==> src/rtl/tdm_demux_if.sv <==
// tdm_demux_if: bus bundle between a TDM sample source and tdm_demux.
//   din/din_valid/frame_start : multiplexed sample stream (source -> demux)
//   ch_data                   : published frame, channel k at [k*W +: W]
//   frame_valid / sync_err    : one-cycle completion / framing-error pulses
//   locked                    : demux is receiving (not hunting)
//   frame_count               : completed frames, wrapping counter
interface tdm_demux_if #(
  parameter int unsigned W    = 8,
  parameter int unsigned N    = 4,
  parameter int unsigned FC_W = 8
);
  logic [W-1:0]    din;
  logic            din_valid;
  logic            frame_start;
  logic [N*W-1:0]  ch_data;
  logic            frame_valid;
  logic            sync_err;
  logic            locked;
  logic [FC_W-1:0] frame_count;

  modport master (
    output din, din_valid, frame_start,
    input  ch_data, frame_valid, sync_err, locked, frame_count
  );

  modport slave (
    input  din, din_valid, frame_start,
    output ch_data, frame_valid, sync_err, locked, frame_count
  );
endinterface

==> src/rtl/tdm_demux.sv <==
// tdm_demux: receive side of a TDM serializer. Collects N samples per frame
// (first one marked by frame_start) into shadow registers and publishes the
// whole frame atomically on ch_data. Framing errors pulse sync_err; a missing
// start drops back to hunting for the next frame_start.
// Ports:
//   clk   : system clock, rising edge
//   reset : asynchronous active-high reset
//   bus   : tdm_demux_if.slave (din, din_valid, frame_start in;
//           ch_data, frame_valid, sync_err, locked, frame_count out)
module tdm_demux #(
  parameter int unsigned W    = 8,
  parameter int unsigned N    = 4,
  parameter int unsigned FC_W = 8
) (
  input  logic        clk,
  input  logic        reset,
  tdm_demux_if.slave  bus
);
  localparam int unsigned CW = $clog2(N);
  localparam logic [CW-1:0] IDX_ONE  = CW'(1);
  localparam logic [CW-1:0] IDX_LAST = CW'(N - 1);

  typedef enum logic {IDLE, RECV} state_t;

  state_t                  state;
  logic [CW-1:0]           idx;
  // Only channels 0..N-2 need holding; the last sample goes straight to ch_data.
  logic [N-2:0][W-1:0]     shadow;
  logic [N*W-1:0]          ch_q;
  logic                    frame_valid_q;
  logic                    sync_err_q;
  logic [FC_W-1:0]         count_q;

  always_ff @(posedge clk or posedge reset) begin
    if (reset) begin
      state         <= IDLE;
      idx           <= '0;
      shadow        <= '0;
      ch_q          <= '0;
      frame_valid_q <= 1'b0;
      sync_err_q    <= 1'b0;
      count_q       <= '0;
    end else begin
      frame_valid_q <= 1'b0;
      sync_err_q    <= 1'b0;
      if (bus.din_valid) begin
        unique case (state)
          IDLE: begin
            if (bus.frame_start) begin
              shadow[0] <= bus.din;
              idx       <= IDX_ONE;
              state     <= RECV;
            end
          end
          RECV: begin
            if (bus.frame_start) begin
              // Early start discards the partial frame and restarts from here.
              if (idx != '0) sync_err_q <= 1'b1;
              shadow[0] <= bus.din;
              idx       <= IDX_ONE;
            end else if (idx == '0) begin
              sync_err_q <= 1'b1;
              state      <= IDLE;
            end else if (idx == IDX_LAST) begin
              ch_q          <= {bus.din, shadow};
              frame_valid_q <= 1'b1;
              count_q       <= count_q + FC_W'(1);
              idx           <= '0;
            end else begin
              shadow[idx] <= bus.din;
              idx         <= idx + IDX_ONE;
            end
          end
          default: state <= IDLE;
        endcase
      end
    end
  end

  assign bus.ch_data     = ch_q;
  assign bus.frame_valid = frame_valid_q;
  assign bus.sync_err    = sync_err_q;
  assign bus.locked      = (state == RECV);
  assign bus.frame_count = count_q;
endmodule

==> src/flat_wrapper.sv <==
// flat-port wrapper written by rule: the top's interface ports become plain ports
module tdm_demux_flat 
#(
  parameter int unsigned W    = 8,
  parameter int unsigned N    = 4,
  parameter int unsigned FC_W = 8
)
  (clk, reset, bus_din, bus_din_valid, bus_frame_start, bus_ch_data, bus_frame_valid, bus_sync_err, bus_locked, bus_frame_count);
  tdm_demux_if #(.W(W), .N(N), .FC_W(FC_W)) bus_i ();
  input  logic clk;
  input  logic reset;
  input wire logic [$bits(bus_i.din)-1:0] bus_din;
  input wire logic [$bits(bus_i.din_valid)-1:0] bus_din_valid;
  input wire logic [$bits(bus_i.frame_start)-1:0] bus_frame_start;
  output wire logic [$bits(bus_i.ch_data)-1:0] bus_ch_data;
  output wire logic [$bits(bus_i.frame_valid)-1:0] bus_frame_valid;
  output wire logic [$bits(bus_i.sync_err)-1:0] bus_sync_err;
  output wire logic [$bits(bus_i.locked)-1:0] bus_locked;
  output wire logic [$bits(bus_i.frame_count)-1:0] bus_frame_count;
  assign bus_i.din = bus_din;
  assign bus_i.din_valid = bus_din_valid;
  assign bus_i.frame_start = bus_frame_start;
  assign bus_ch_data = bus_i.ch_data;
  assign bus_frame_valid = bus_i.frame_valid;
  assign bus_sync_err = bus_i.sync_err;
  assign bus_locked = bus_i.locked;
  assign bus_frame_count = bus_i.frame_count;
  tdm_demux #(.W(W), .N(N), .FC_W(FC_W)) u_core (.clk(clk), .reset(reset), .bus(bus_i));
endmodule
==> config.mk <==
export PLATFORM = sky130hd
export DESIGN_NAME = tdm_demux_flat
export DESIGN_NICKNAME = d
export VERILOG_FILES = /design/src/rtl/tdm_demux_if.sv /design/src/rtl/tdm_demux.sv /design/src/flat_wrapper.sv
export SDC_FILE = /design/constraint.sdc
export NUM_CORES = 1
export LEC_CHECK = 0
export ABC_AREA = 0
export BUFFER_PORTS_ARGS = -buffer_cell sky130_fd_sc_hd__buf_2
export CAP_MARGIN = 20
export CELL_PAD_IN_SITES_DETAIL_PLACEMENT = 2
export CELL_PAD_IN_SITES_GLOBAL_PLACEMENT = 2
export CORE_UTILIZATION = 39
export CTS_BUF_LIST = sky130_fd_sc_hd__clkbuf_4
export DETAILED_ROUTE_END_ITERATION = 12
export GPL_TIMING_DRIVEN = 1
export PLACE_DENSITY_LB_ADDON = 0.15
export SYNTH_ARGS = -nofsm -noshare
export SYNTH_HDL_FRONTEND = slang
export SYNTH_SLANG_ARGS = --single-unit
export TNS_END_PERCENT = 5
==> constraint.sdc <==
create_clock -name clk -period 6 [get_ports clk]
set_clock_uncertainty 0.1 [all_clocks]
set_input_delay 1.2 -clock clk [delete_from_list [all_inputs] [get_ports clk]]
set_output_delay 1.2 -clock clk [all_outputs]
set_load 0.02 [all_outputs]
==> impl_metrics.prom, run 1 <==
# TYPE chip_impl_metric gauge
chip_impl_metric{name="floorplan.initialDensity",unit="%"} 41.10
chip_impl_metric{name="synth_cell_types",unit=""} 34
chip_impl_metric{name="first_global_vias",unit=""} 2277
chip_impl_metric{name="design.final.nets",unit=""} 337
chip_impl_metric{name="layout_min_cycle_time",unit="ps"} 2792
chip_impl_metric{name="via_count",unit=""} 2039
chip_impl_metric{name="portBuffers",unit=""} 54
chip_impl_metric{name="max_cap_violations",unit=""} 0
chip_impl_metric{name="numCtsBuffers",unit=""} 9
chip_impl_metric{name="routed-wl-met3",unit="um"} 225
chip_impl_metric{name="irDropWorstVdd",unit="mV"} 0.1816
chip_impl_metric{name="core_area",unit="um2"} 6944
chip_impl_metric{name="drt_first_iter_violations",unit=""} 97
chip_impl_info{name="outcome",value="finished clean"} 1
chip_impl_metric{name="drt_first_pass_iters",unit=""} 3
chip_impl_info{name="synth.largest_area_cell",value="sky130_fd_sc_hd__dfrtp_1"} 1
chip_impl_info{name="worst_setup_sp_type",value="input port"} 1
chip_impl_metric{name="mappedNetlistArea",unit="um2"} 2854
chip_impl_metric{name="cts_resized",unit=""} 0
chip_impl_metric{name="post-route-period-util",unit="%"} 46.53
chip_impl_metric{name="grt_remaining_overflow",unit=""} 0
chip_impl_metric{name="final_max_slew_viol_count",unit=""} 0
chip_impl_metric{name="timing_hold_violations_final",unit=""} 0
chip_impl_metric{name="fp.dieArea",unit="um2"} 7664
chip_impl_metric{name="synth.avg_cell_area",unit="um2"} 10.85
chip_impl_metric{name="clkSlewWorstSetupHoldPaths",unit="ps"} 110
chip_impl_metric{name="reg2reg_depth",unit=""} 7
chip_impl_metric{name="hold_ws",unit="ps"} 382.4
chip_impl_metric{name="synthDominantCellAreaShare",unit="%"} 60.50
chip_impl_metric{name="setup.reg_to_reg.worst_slack",unit="ps"} 3370
chip_impl_metric{name="number_of_instances_in_the_synthesized_netlist",unit=""} 263
chip_impl_metric{name="timing.critical_path.depth",unit=""} 6
chip_impl_info{name="min_path_type",value="flip-flop to flip-flop"} 1
chip_impl_metric{name="detail_route.wirelength",unit="um"} 6854
chip_impl_metric{name="route.met2.wl",unit="um"} 3701
chip_impl_info{name="topRoutingLayerUsed",value="met4"} 1
chip_impl_metric{name="place.detailed.hpwl",unit="um"} 4767
chip_impl_metric{name="placementRows",unit=""} 30
chip_impl_metric{name="dieWidth",unit="um"} 87.55
chip_impl_metric{name="highest_clock_frequency_the_design_can_meet",unit="MHz"} 358.2
chip_impl_metric{name="detail-route-antenna-nets",unit=""} 0
chip_impl_metric{name="m1WireLength",unit="um"} 2846
chip_impl_metric{name="cp.buffers_inverters",unit=""} 2
chip_impl_metric{name="final-instance-count-excl-fill",unit=""} 417
chip_impl_info{name="rsz0062_at_grt",value="no"} 1
chip_impl_metric{name="post_cts.repair.setup_buffers",unit=""} 0
chip_impl_metric{name="place.gp.congestion",unit=""} 0.7815
chip_impl_info{name="worstPathCellList",value="buf_2 -> inv_1 -> ha_1 -> and4_1 -> nand4_1 -> xnor2_1"} 1
chip_impl_metric{name="antenna_found_initial",unit=""} 0
chip_impl_info{name="synth.area.top_cells",value="sky130_fd_sc_hd__dfrtp_1 60%, sky130_fd_sc_hd__nand2_1 13%, sky130_fd_sc_hd__mux2_2 5.5%"} 1
chip_impl_metric{name="worst_pin_slew",unit="ps"} 979.9
chip_impl_metric{name="layout.core_utilization",unit="%"} 47.71
chip_impl_metric{name="hold_depth",unit=""} 2
chip_impl_metric{name="routed_wire_length_per_instance",unit="um"} 16.44
chip_impl_metric{name="ys_ff_latch",unit=""} 69
chip_impl_metric{name="worstSkewPairLatency",unit="ps"} 400
chip_impl_info{name="cts_tree",value="built"} 1
chip_impl_metric{name="fin_tns_setup",unit="ps"} 0
chip_impl_metric{name="drive_gt1_share",unit="%"} 27.41
chip_impl_metric{name="setup-violations-final",unit=""} 0
chip_impl_metric{name="n_antenna_cell",unit=""} 0
chip_impl_metric{name="flow.area_growth_from_synthesis",unit="%"} 16.09
chip_impl_metric{name="grt_use_total",unit="%"} 19.89
chip_impl_metric{name="grt_first_pass_wirelength",unit="um"} 11140
chip_impl_metric{name="cts_sinks",unit=""} 69
chip_impl_metric{name="route.detailed.vias_per_inst",unit=""} 4.890
chip_impl_metric{name="synthesis.yosys.warnings",unit=""} 0
chip_impl_metric{name="dpl.cell_count",unit=""} 403
chip_impl_metric{name="critPathArrivalTime",unit="ps"} 2980
chip_impl_metric{name="hold_buffers",unit=""} 0
chip_impl_info{name="endpoint_kind",value="flip-flop"} 1
chip_impl_info{name="critical_path.top_delay_family",value="simple AND/OR/NAND/NOR gates"} 1
chip_impl_info{name="critical-path-slowest-cell",value="sky130_fd_sc_hd__and4_1"} 1
chip_impl_info{name="setup.worst_path.class",value="input port to flip-flop"} 1
chip_impl_metric{name="power_per_cell_area",unit="nW/um2"} 487.7
chip_impl_metric{name="syn_nets",unit=""} 282
chip_impl_metric{name="clock_tree.buffer_depth",unit=""} 2
chip_impl_metric{name="maximum_number_of_pins_on_one_net_before_global_route_repair",unit=""} 70
chip_impl_metric{name="worstPathRequired",unit="ps"} 6190
chip_impl_metric{name="io-pin-count",unit=""} 55
chip_impl_metric{name="ys_seq_area_share",unit="%"} 60.50
chip_impl_info{name="cts-root-buf",value="sky130_fd_sc_hd__clkbuf_4"} 1
chip_impl_metric{name="cts_max_level",unit=""} 3
chip_impl_metric{name="detail_route.drc_violations",unit=""} 0
chip_impl_metric{name="cp_max_fo",unit=""} 27
chip_impl_metric{name="total_leakage_power",unit="nW"} 1.817
chip_impl_metric{name="maxSlewHeadroom",unit="%"} 34.68
chip_impl_metric{name="critical-path-max-stage-delay",unit="ps"} 880
chip_impl_metric{name="die_span_y",unit="um"} 87.55
[sequential cells by signal, summed over array words and instances (netlist names)]
signal	cells
u_core.bus.ch_data	32
u_core.shadow	24
u_core.bus.frame_count	8
u_core.idx	2
u_core.bus.frame_valid	1
u_core.bus.locked	1
u_core.bus.sync_err	1
[layout by cell type, fill, tap and decap left out, types with 4 or more instances in the layout]
cell type and count:
sky130_fd_sc_hd__inv_1 14, sky130_fd_sc_hd__dfrtp_1 69, sky130_fd_sc_hd__mux2i_1 8, sky130_fd_sc_hd__xnor2_1 4
sky130_fd_sc_hd__clkbuf_4 10, sky130_fd_sc_hd__buf_2 54, sky130_fd_sc_hd__o21ai_0 9, sky130_fd_sc_hd__ha_1 7
sky130_fd_sc_hd__nand2_1 97, sky130_fd_sc_hd__mux2_2 14
[path summary, 6_finish.rpt]
path	from	endpoint
setup / recovery	bus_frame_start	u_core.bus.frame_count[4]$_DFFE_PP0P_
hold / removal	u_core.bus.ch_data[1]$_DFFE_PP0P_	u_core.bus.ch_data[1]$_DFFE_PP0P_
min in group asynchronous	reset	u_core.bus.ch_data[2]$_DFFE_PP0P_
max in group asynchronous	reset	u_core.bus.ch_data[20]$_DFFE_PP0P_
hold reg to reg	u_core.bus.ch_data[1]$_DFFE_PP0P_	u_core.bus.ch_data[1]$_DFFE_PP0P_
setup reg to reg	u_core.idx[0]$_DFFE_PP0P_	u_core.bus.frame_count[4]$_DFFE_PP0P_
[stage by stage]
step           cell area, um2  worst slack [ps]  power, mW
6_report                 3313              3208      1.616
4_1_cts                  3313              3203      1.641
2_1_floorplan            2854              2960      1.153
5_1_grt                  3313              3069      1.728
3_5_place_dp             3197              2773      1.353
3_3_place_gp             3197              2882      1.310
[metal layers]
layer  global-route usage (%)  vias to the layer above
met4                    6.706                        0
met1                    22.57                     1048
met2                    36.43                       36
met5                        0                        -
li1                         -                      950
met3                    4.995                        5
[cells in the mapped netlist, drive strengths merged]
cell type / number
nor3: 2
nor3b: 1
a22o: 1
mux2i: 8
nor4: 1
buf: 6
nand4: 2
nor2: 2
inv: 15
o21ai: 9
or3b: 1
o32ai: 1
a21oi: 1
xnor2: 4
ha: 7
nand2: 99
xor2: 3
nand2b: 1
clkbuf: 5
nor2b: 1
dfrtp: 69
a22oi: 1
nand3: 2
and4: 1
a31oi: 1
o22ai: 1
and4b: 1
mux2: 16
o211a: 1
[area by class of cell]
| cell class | count | area [um2] |
|---|---|---|
| clock inverters | 4 | 41.29 |
| repair buffers | 55 | 277.8 |
| fillers | 771 | 3631 |
| well taps | 96 | 120.1 |
| inverters | 15 | 56.30 |
| multi-input cells | 168 | 1016 |
| clock buffers | 10 | 75.07 |
| flip-flops and latches | 69 | 1727 |
[logic make-up (layout without fill, tap and decap cells)]
| kind of cell | after synthesis | after routing | synth area share (%) |
|---|---|---|---|
| adders and majority gates | 7 | 7 | 3.069 |
| buffers and inverters | 26 | 84 | 3.902 |
| xor gates and xnor gates | 7 | 7 | 2.148 |
| DFF | 69 | 69 | 60.50 |
| muxes | 24 | 24 | 9.250 |
| and+or+nand+nor | 114 | 114 | 17.71 |
| AOI/OAI and AO/OA | 16 | 16 | 3.420 |
[report_power, final]
part	switching (mW)	internal, mW	total [mW]
Sequential	0.109	0.643	0.753
Clock	0.156	0.124	0.280
Combinational	0.360	0.223	0.583
[worst min-delay path, cell delays in order (launching register included)]
cell                      delay (ps)
sky130_fd_sc_hd__dfrtp_1         350
sky130_fd_sc_hd__nand2_1          40
sky130_fd_sc_hd__o21ai_0          60
(Power assumes the default switching activity.)
==> run 2, diff against run 1 <==
Settings changed: ABC_AREA 0 to 1, CORE_UTILIZATION 39 to 34.
Clock period 6 ns to 2.73 ns, I/O delays scaled along.
==> run 2 against run 1 <==
Net effect:
- via count is 16% higher
- cell count is 21% higher
- wire length is 8.0% higher
- register-to-register slack worse by 2700 ps
- clock power grew to 2.7 times the previous value
- non-clock buffer count is 3 higher
- critical path type is now flip-flop to flip-flop
- largest power group unchanged
- highest routed layer unchanged
==> impl_metrics.prom, run 2 <==
# TYPE chip_impl_metric gauge
chip_impl_metric{name="grt_use_total",unit="%"} 18.53
chip_impl_metric{name="via_count",unit=""} 2360
chip_impl_info{name="min_path_type",value="input port to async pin"} 1
chip_impl_metric{name="io-pin-count",unit=""} 55
chip_impl_metric{name="routed_wire_length_per_instance",unit="um"} 14.71
chip_impl_metric{name="finish.instance_area",unit="um2"} 3448
chip_impl_info{name="cts_tree",value="built"} 1
chip_impl_info{name="cts-root-buf",value="sky130_fd_sc_hd__clkbuf_4"} 1
chip_impl_metric{name="place.detailed.hpwl",unit="um"} 5282
chip_impl_metric{name="setup-violations-final",unit=""} 0
chip_impl_metric{name="fill_cell_total_of_the_finished_layout",unit=""} 967
chip_impl_metric{name="mappedNetlistArea",unit="um2"} 2917
chip_impl_metric{name="critPathArrivalTime",unit="ps"} 2300
chip_impl_metric{name="critical-path-max-stage-delay",unit="ps"} 430
chip_impl_metric{name="number_of_instances_in_the_synthesized_netlist",unit=""} 332
chip_impl_metric{name="timing.critical_path.depth",unit=""} 8
chip_impl_metric{name="detail-route-antenna-nets",unit=""} 0
chip_impl_metric{name="flow.area_growth_from_synthesis",unit="%"} 18.23
chip_impl_metric{name="numCtsBuffers",unit=""} 9
chip_impl_info{name="outcome",value="finished clean"} 1
chip_impl_metric{name="syn_nets",unit=""} 351
chip_impl_metric{name="maximum_number_of_pins_on_one_net_before_global_route_repair",unit=""} 45
chip_impl_metric{name="route.detailed.vias_per_inst",unit=""} 4.692
chip_impl_info{name="critical-path-slowest-cell",value="sky130_fd_sc_hd__dfrtp_1"} 1
chip_impl_metric{name="hold_ws",unit="ps"} 76.38
chip_impl_metric{name="sw_frac_of_total",unit="%"} 38.34
chip_impl_info{name="rsz0062_at_grt",value="no"} 1
chip_impl_metric{name="design.final.nets",unit=""} 412
chip_impl_metric{name="synth.avg_cell_area",unit="um2"} 8.785
chip_impl_metric{name="irDropWorstVdd",unit="mV"} 0.3746
chip_impl_metric{name="cp_max_fo",unit=""} 16
chip_impl_metric{name="worstSkewPairLatency",unit="ps"} 410
chip_impl_metric{name="power.sequential.fraction",unit="%"} 46.8
chip_impl_metric{name="p_int",unit="mW"} 2.120
chip_impl_metric{name="detail_route.drc_violations",unit=""} 0
chip_impl_metric{name="core_area",unit="um2"} 8258
chip_impl_metric{name="post_cts.repair.setup_buffers",unit=""} 0
chip_impl_metric{name="grt_first_pass_wirelength",unit="um"} 12490
chip_impl_info{name="worst_setup_sp_type",value="flip-flop"} 1
chip_impl_metric{name="hold_buffers",unit=""} 0
chip_impl_metric{name="netSwitchingPower",unit="mW"} 1.318
chip_impl_metric{name="ys_seq_area_share",unit="%"} 59.20
chip_impl_metric{name="timing_hold_violations_final",unit=""} 0
chip_impl_metric{name="clock_tree.buffer_depth",unit=""} 2
chip_impl_info{name="worstPathCellList",value="inv_1 -> ha_1 -> inv_1 -> ha_1 -> o21ai_0 -> nand3_2 -> nand2_1 -> o21ai_2"} 1
chip_impl_metric{name="first_global_vias",unit=""} 2504
chip_impl_info{name="synth_most_common_cell",value="sky130_fd_sc_hd__nand2_1"} 1
chip_impl_metric{name="floorplan.initialDensity",unit="%"} 35.32
chip_impl_metric{name="placed_cell_area",unit="um2"} 3296
chip_impl_metric{name="place.gp.congestion",unit=""} 0.8411
chip_impl_metric{name="fp.dieArea",unit="um2"} 8952
chip_impl_metric{name="layout.core_utilization",unit="%"} 41.76
chip_impl_metric{name="worstPathRequired",unit="ps"} 2930
chip_impl_metric{name="drive_gt1_share",unit="%"} 22.11
chip_impl_metric{name="final_max_slew_viol_count",unit=""} 0
chip_impl_metric{name="post-route-period-util",unit="%"} 76.97
chip_impl_metric{name="drt_first_pass_iters",unit=""} 4
chip_impl_metric{name="synthDominantCellAreaShare",unit="%"} 59.20
chip_impl_metric{name="worst_pin_slew",unit="ps"} 620.6
chip_impl_info{name="synth.area.top_cells",value="sky130_fd_sc_hd__dfrtp_1 59%, sky130_fd_sc_hd__nand2_1 25%, sky130_fd_sc_hd__ha_1 3.0%"} 1
chip_impl_metric{name="die_span_y",unit="um"} 94.62
chip_impl_info{name="setup.worst_path.class",value="flip-flop to flip-flop"} 1
chip_impl_metric{name="ys_ff_latch",unit=""} 69
chip_impl_metric{name="placementRows",unit=""} 33
chip_impl_metric{name="layout_min_cycle_time",unit="ps"} 2101
chip_impl_metric{name="dieWidth",unit="um"} 94.62
chip_impl_metric{name="ys_async_sr_fraction",unit="%"} 100.0
chip_impl_metric{name="power.share.clock",unit="%"} 21.9
chip_impl_metric{name="reg2reg_depth",unit=""} 8
chip_impl_metric{name="synth_enable_flop_cells",unit=""} 0
chip_impl_info{name="critical_path.top_delay_family",value="simple AND/OR/NAND/NOR gates"} 1
chip_impl_info{name="synthFlopType",value="sky130_fd_sc_hd__dfrtp_1"} 1
chip_impl_metric{name="cts_max_level",unit=""} 3
chip_impl_metric{name="antenna_found_initial",unit=""} 0
chip_impl_metric{name="synth_cell_types",unit=""} 19
chip_impl_metric{name="cts_sinks",unit=""} 69
chip_impl_metric{name="max_cap_violations",unit=""} 0
chip_impl_metric{name="part_of_the_total_power_dissipated_in_combinational_logic",unit="%"} 31.4
chip_impl_info{name="synth.largest_area_cell",value="sky130_fd_sc_hd__dfrtp_1"} 1
chip_impl_metric{name="largest_register_ffs",unit=""} 32
chip_impl_metric{name="portBuffers",unit=""} 54
chip_impl_info{name="post_synth_most_frequent_cells",value="197 x sky130_fd_sc_hd__nand2_1, 69 x sky130_fd_sc_hd__dfrtp_1, 15 x sky130_fd_sc_hd__inv_1, 9 x sky130_fd_sc_hd__nor2_1, 8 x sky130_fd_sc_hd__o21ai_2"} 1
chip_impl_metric{name="grt_remaining_overflow",unit=""} 0
chip_impl_metric{name="fin_tns_setup",unit="ps"} 0
chip_impl_metric{name="synthesis.yosys.warnings",unit=""} 0
chip_impl_metric{name="total_leakage_power",unit="nW"} 1.967
chip_impl_info{name="mostFrequentLayoutCell",value="sky130_fd_sc_hd__nand2_1"} 1
chip_impl_metric{name="cts_resized",unit=""} 0
chip_impl_metric{name="maxSlewHeadroom",unit="%"} 58.56
chip_impl_metric{name="clkSlewWorstSetupHoldPaths",unit="ps"} 130
chip_impl_metric{name="drt_first_iter_violations",unit=""} 60
chip_impl_metric{name="power_per_cell_area",unit="nW/um2"} 997.1
chip_impl_metric{name="n_antenna_cell",unit=""} 0
chip_impl_info{name="final_cell_mix",value="197 x sky130_fd_sc_hd__nand2_1, 69 x sky130_fd_sc_hd__dfrtp_1, 54 x sky130_fd_sc_hd__buf_2, 14 x sky130_fd_sc_hd__inv_1, 10 x sky130_fd_sc_hd__clkbuf_4"} 1
chip_impl_info{name="endpoint_kind",value="flip-flop"} 1
chip_impl_metric{name="cp.buffers_inverters",unit=""} 2
chip_impl_metric{name="highest_clock_frequency_the_design_can_meet",unit="MHz"} 475.9
chip_impl_metric{name="detail_route.wirelength",unit="um"} 7399
-- run 2: kinds of logic (layout without fill, tap and decap cells) --
kind of cell               count (synthesis)  after routing  share of synthesized area, %
and+or+nand+nor                          216            216                         29.21
AOI/OAI and AO/OA                         12             12                         3.089
xor gates and xnor gates                   4              4                         1.201
adders and majority gates                  7              7                         3.003
buffers and inverters                     24             90                         4.290
DFF                                       69             69                         59.20
-- run 2: layer usage --
| layer | up-vias | wire length, um | GRT usage, % |
|---|---|---|---|
| li1 | 1128 | - | - |
| met1 | 1183 | 3437 | 24.33 |
| met2 | 36 | 3624 | 30.04 |
| met3 | 13 | 192 | 2.979 |
| met4 | 0 | 144 | 8.333 |
| met5 | - | 0 | 0 |
-- run 2: power by group through the flow --
stage,clock network [mW],registers [mW],logic [mW]
5_1_grt,0.815,1.66,1.23
6_report,0.752,1.61,1.08
3_5_place_dp,0,1.64,1.10
3_3_place_gp,0,1.62,1.05
4_1_cts,0.771,1.62,1.11
2_1_floorplan,0,1.82,0.511
-- run 2: worst paths after layout --
check                      slack [ps]                         startpoint                                 end
min reg2reg                       380  u_core.bus.ch_data[6]$_DFFE_PP0P_   u_core.bus.ch_data[6]$_DFFE_PP0P_
max                               630          u_core.idx[0]$_DFFE_PP0P_        u_core.shadow[0]$_DFFE_PP0P_
max reg2reg                       630          u_core.idx[0]$_DFFE_PP0P_        u_core.shadow[0]$_DFFE_PP0P_
min in group clk                  280                         bus_din[1]       u_core.shadow[17]$_DFFE_PP0P_
min                                80                              reset  u_core.bus.ch_data[29]$_DFFE_PP0P_
max in group asynchronous        1800                              reset       u_core.shadow[15]$_DFFE_PP0P_
-- run 2: final cells by class --
cell class / instances / area [um2] / share of cell area (%)
tap: 105 / 131.4 / 3.810
sequential: 69 / 1727 / 50.07
clock buffer: 10 / 75.07 / 2.177
clock inverter: 6 / 77.57 / 2.250
timing repair buffer: 58 / 312.8 / 9.071
multi-input combinational: 239 / 1065 / 30.88
inverter: 16 / 60.06 / 1.742
-- run 2: metrics by stage --
| step | power [mW] | instances | setup slack [ps] |
|---|---|---|---|
| 4_1_cts | 3.498 | 503 | 598.6 |
| 2_1_floorplan | 2.335 | 332 | 344.1 |
| 3_3_place_gp | 2.673 | 487 | 787.0 |
| 6_report | 3.438 | 503 | 628.8 |
| 5_1_grt | 3.705 | 503 | 444.9 |
| 3_5_place_dp | 2.736 | 487 | 675.3 |
-- run 2: worst register-to-register path: stages (launching register included) --
cell                      delay, ps
sky130_fd_sc_hd__dfrtp_1        430
sky130_fd_sc_hd__inv_1          120
sky130_fd_sc_hd__ha_1           190
sky130_fd_sc_hd__inv_1           70
sky130_fd_sc_hd__ha_1           190
sky130_fd_sc_hd__o21ai_0        250
sky130_fd_sc_hd__nand3_2        390
sky130_fd_sc_hd__nand2_1        200
sky130_fd_sc_hd__o21ai_2         70
==> run 3, diff against run 2 <==
Clock period 2.73 ns to 2 ns, I/O delays scaled along.
==> run 3 against run 2 <==
Net effect:
- die area unchanged
- worst setup slack worse by 580 ps
- first-iteration DRC count is 62% higher
- critical path type unchanged
- register-to-register slack lost 580 ps
- cell count is 0.60% higher
- clock-buffer cell count rose by 1
- combinational power increased by 39%
- critical endpoint is now u_core.bus.frame_count[2]$_DFFE_PP0P_
- sequential power is 37% higher
- wire length is 4.3% higher
- flip-flop and latch count did not move
- sequential share of layout area is 0.50 points lower
==> impl_metrics.prom, run 3 (synthesis results as in run 2) <==
# TYPE chip_impl_metric gauge
chip_impl_info{name="outcome",value="finished clean"} 1
chip_impl_metric{name="grt_use_total",unit="%"} 19.45
chip_impl_metric{name="netSwitchingPower",unit="mW"} 1.808
chip_impl_metric{name="fin_tns_setup",unit="ps"} 0
chip_impl_metric{name="die_span_y",unit="um"} 94.62
chip_impl_metric{name="post-route-period-util",unit="%"} 97.45
chip_impl_metric{name="total_leakage_power",unit="nW"} 1.973
chip_impl_metric{name="io-pin-count",unit=""} 55
chip_impl_metric{name="irDropWorstVdd",unit="mV"} 0.4412
chip_impl_info{name="worst_setup_sp_type",value="flip-flop"} 1
chip_impl_metric{name="setup.reg_to_reg.worst_slack",unit="ps"} 50
chip_impl_metric{name="timing_hold_violations_final",unit=""} 0
chip_impl_metric{name="clkSlewWorstSetupHoldPaths",unit="ps"} 120
chip_impl_info{name="endpoint_kind",value="flip-flop"} 1
chip_impl_metric{name="core_area",unit="um2"} 8258
chip_impl_metric{name="detail_route.drc_violations",unit=""} 0
chip_impl_info{name="cts_tree",value="built"} 1
chip_impl_metric{name="grt_first_pass_wirelength",unit="um"} 12900
chip_impl_metric{name="detail_route.wirelength",unit="um"} 7714
chip_impl_metric{name="worst_pin_slew",unit="ps"} 507.7
chip_impl_metric{name="layout_min_cycle_time",unit="ps"} 1949
chip_impl_metric{name="portBuffers",unit=""} 54
chip_impl_metric{name="sw_frac_of_total",unit="%"} 39.21
chip_impl_metric{name="highest_clock_frequency_the_design_can_meet",unit="MHz"} 513.1
chip_impl_metric{name="worstSkewPairLatency",unit="ps"} 410
chip_impl_metric{name="flow.area_growth_from_synthesis",unit="%"} 19.43
chip_impl_metric{name="antenna_found_initial",unit=""} 0
chip_impl_metric{name="part_of_the_total_power_dissipated_in_combinational_logic",unit="%"} 32.5
chip_impl_metric{name="first_global_vias",unit=""} 2539
chip_impl_metric{name="detail-route-antenna-nets",unit=""} 0
chip_impl_metric{name="reg2reg_depth",unit=""} 9
chip_impl_metric{name="fill_cell_total_of_the_finished_layout",unit=""} 953
chip_impl_metric{name="power_per_cell_area",unit="nW/um2"} 1323
chip_impl_metric{name="setup_slack",unit="ps"} 50.94
chip_impl_metric{name="power.share.clock",unit="%"} 19.9
chip_impl_metric{name="hold_depth",unit=""} 3
chip_impl_metric{name="place.gp.congestion",unit=""} 0.7946
chip_impl_metric{name="place.detailed.hpwl",unit="um"} 5566
chip_impl_metric{name="placementRows",unit=""} 33
chip_impl_metric{name="cp_max_fo",unit=""} 8
chip_impl_metric{name="numCtsBuffers",unit=""} 9
chip_impl_metric{name="fp.dieArea",unit="um2"} 8952
chip_impl_metric{name="setup-violations-final",unit=""} 0
chip_impl_metric{name="design.final.nets",unit=""} 415
chip_impl_metric{name="routed_wire_length_per_instance",unit="um"} 15.25
chip_impl_metric{name="grt_remaining_overflow",unit=""} 0
chip_impl_metric{name="dieWidth",unit="um"} 94.62
chip_impl_metric{name="final_max_slew_viol_count",unit=""} 0
chip_impl_metric{name="floorplan.initialDensity",unit="%"} 35.32
chip_impl_info{name="setup.worst_path.class",value="flip-flop to flip-flop"} 1
chip_impl_metric{name="worstPathRequired",unit="ps"} 2200
chip_impl_metric{name="drive_gt1_share",unit="%"} 22.94
chip_impl_metric{name="n_antenna_cell",unit=""} 0
chip_impl_metric{name="layout.core_utilization",unit="%"} 42.18
chip_impl_info{name="rsz0062_at_grt",value="yes"} 1
chip_impl_metric{name="cts_max_level",unit=""} 3
chip_impl_metric{name="p_int",unit="mW"} 2.802
chip_impl_metric{name="cts_sinks",unit=""} 69
chip_impl_metric{name="drt_first_iter_violations",unit=""} 97
chip_impl_metric{name="maximum_number_of_pins_on_one_net_before_global_route_repair",unit=""} 36
chip_impl_metric{name="max_cap_violations",unit=""} 0
chip_impl_info{name="mostFrequentLayoutCell",value="sky130_fd_sc_hd__nand2_1"} 1
chip_impl_metric{name="dpl_worst_slack",unit="ps"} -41.94
chip_impl_info{name="final_cell_mix",value="196 x sky130_fd_sc_hd__nand2_1, 69 x sky130_fd_sc_hd__dfrtp_1, 54 x sky130_fd_sc_hd__buf_2, 14 x sky130_fd_sc_hd__inv_1, 11 x sky130_fd_sc_hd__clkbuf_4"} 1
chip_impl_metric{name="clock_tree.buffer_depth",unit=""} 2
chip_impl_metric{name="critPathArrivalTime",unit="ps"} 2150
chip_impl_metric{name="power.sequential.fraction",unit="%"} 47.6
chip_impl_info{name="min_path_type",value="input port to flip-flop"} 1
chip_impl_metric{name="drt_first_pass_iters",unit=""} 4
chip_impl_metric{name="largest_register_ffs",unit=""} 32
chip_impl_metric{name="route.detailed.vias_per_inst",unit=""} 4.737
chip_impl_metric{name="via_count",unit=""} 2397
chip_impl_metric{name="maxSlewHeadroom",unit="%"} 66.08
chip_impl_info{name="cts-root-buf",value="sky130_fd_sc_hd__clkbuf_4"} 1
## run 3: changes by cell type in the layout (fill, tap and decap cells not counted), sizes merged
cell	delta
buf	+2
bufinv	-1
clkbuf	+1
clkinv	-1
clkinvlp	+2
dlygate4sd3	+1
inv	-1
## run 3: worst paths after layout
check | start | end
min in group asynchronous | reset | u_core.bus.ch_data[3]$_DFFE_PP0P_
worst min-delay path | bus_din[4] | u_core.shadow[12]$_DFFE_PP0P_
max in group asynchronous | reset | u_core.bus.ch_data[23]$_DFFE_PP0P_
worst max-delay path | u_core.idx[0]$_DFFE_PP0P_ | u_core.bus.frame_count[2]$_DFFE_PP0P_
worst max register to register | u_core.idx[0]$_DFFE_PP0P_ | u_core.bus.frame_count[2]$_DFFE_PP0P_
worst min register to register | u_core.bus.ch_data[24]$_DFFE_PP0P_ | u_core.bus.ch_data[24]$_DFFE_PP0P_
## run 3: through the flow
step	cell area [um2]	hold WS, ps	std cells	power (mW)
2_1_floorplan	2920	349.2	332	3.188
3_3_place_gp	3319	350.9	488	3.659
3_5_place_dp	3319	356.2	488	3.746
4_1_cts	3470	137.3	505	4.684
5_1_grt	3483	145.0	506	4.972
6_report	3483	146.8	506	4.610
## run 3: layout make-up
| type | instances | area [um2] | area share (%) |
|---|---|---|---|
| flip-flops and latches | 69 | 1727 | 49.57 |
| multi-input cells | 239 | 1067 | 30.64 |
| repair buffers | 61 | 357.8 | 10.27 |
| well taps | 105 | 131.4 | 3.772 |
| clock buffers | 11 | 82.58 | 2.371 |
| inverters | 16 | 66.31 | 1.904 |
| clock inverters | 5 | 51.30 | 1.473 |
## run 3: critical path, cell delays in order (launching register included)
cell and delay, ps:
sky130_fd_sc_hd__dfrtp_1 420, sky130_fd_sc_hd__inv_1 90, sky130_fd_sc_hd__ha_1 220, sky130_fd_sc_hd__inv_1 80, sky130_fd_sc_hd__ha_1 160, sky130_fd_sc_hd__nand2_1 90, sky130_fd_sc_hd__nor2_4 250, sky130_fd_sc_hd__buf_4 220
sky130_fd_sc_hd__nand2_1 80, sky130_fd_sc_hd__xnor2_1 120
## run 3: repair_timing
action                                 CTS  global route
gates cloned                             0             0
setup buffers                            0             1
endpoints found under the hold margin   18             0
gates resized for setup                  2             3
hold buffers                             1             0
pin swaps                                0             1
setup endpoints to repair               34            13
## run 3: power by group through the flow
stage | registers [mW] | clock network, mW | logic, mW
after floorplan | 2.49 | 0 | 0.698
final | 2.20 | 0.917 | 1.50
after detailed placement | 2.23 | 0 | 1.52
after global routing | 2.26 | 1.01 | 1.70
after CTS | 2.20 | 0.945 | 1.53
after global placement | 2.21 | 0 | 1.45
## run 3: layer usage
layer | GRT usage [%] | share of wire, %
met1 | 24.46 | 45
met2 | 33.27 | 51
met3 | 3.623 | 2.7
met4 | 6.944 | 1.3
met5 | 0 | 0
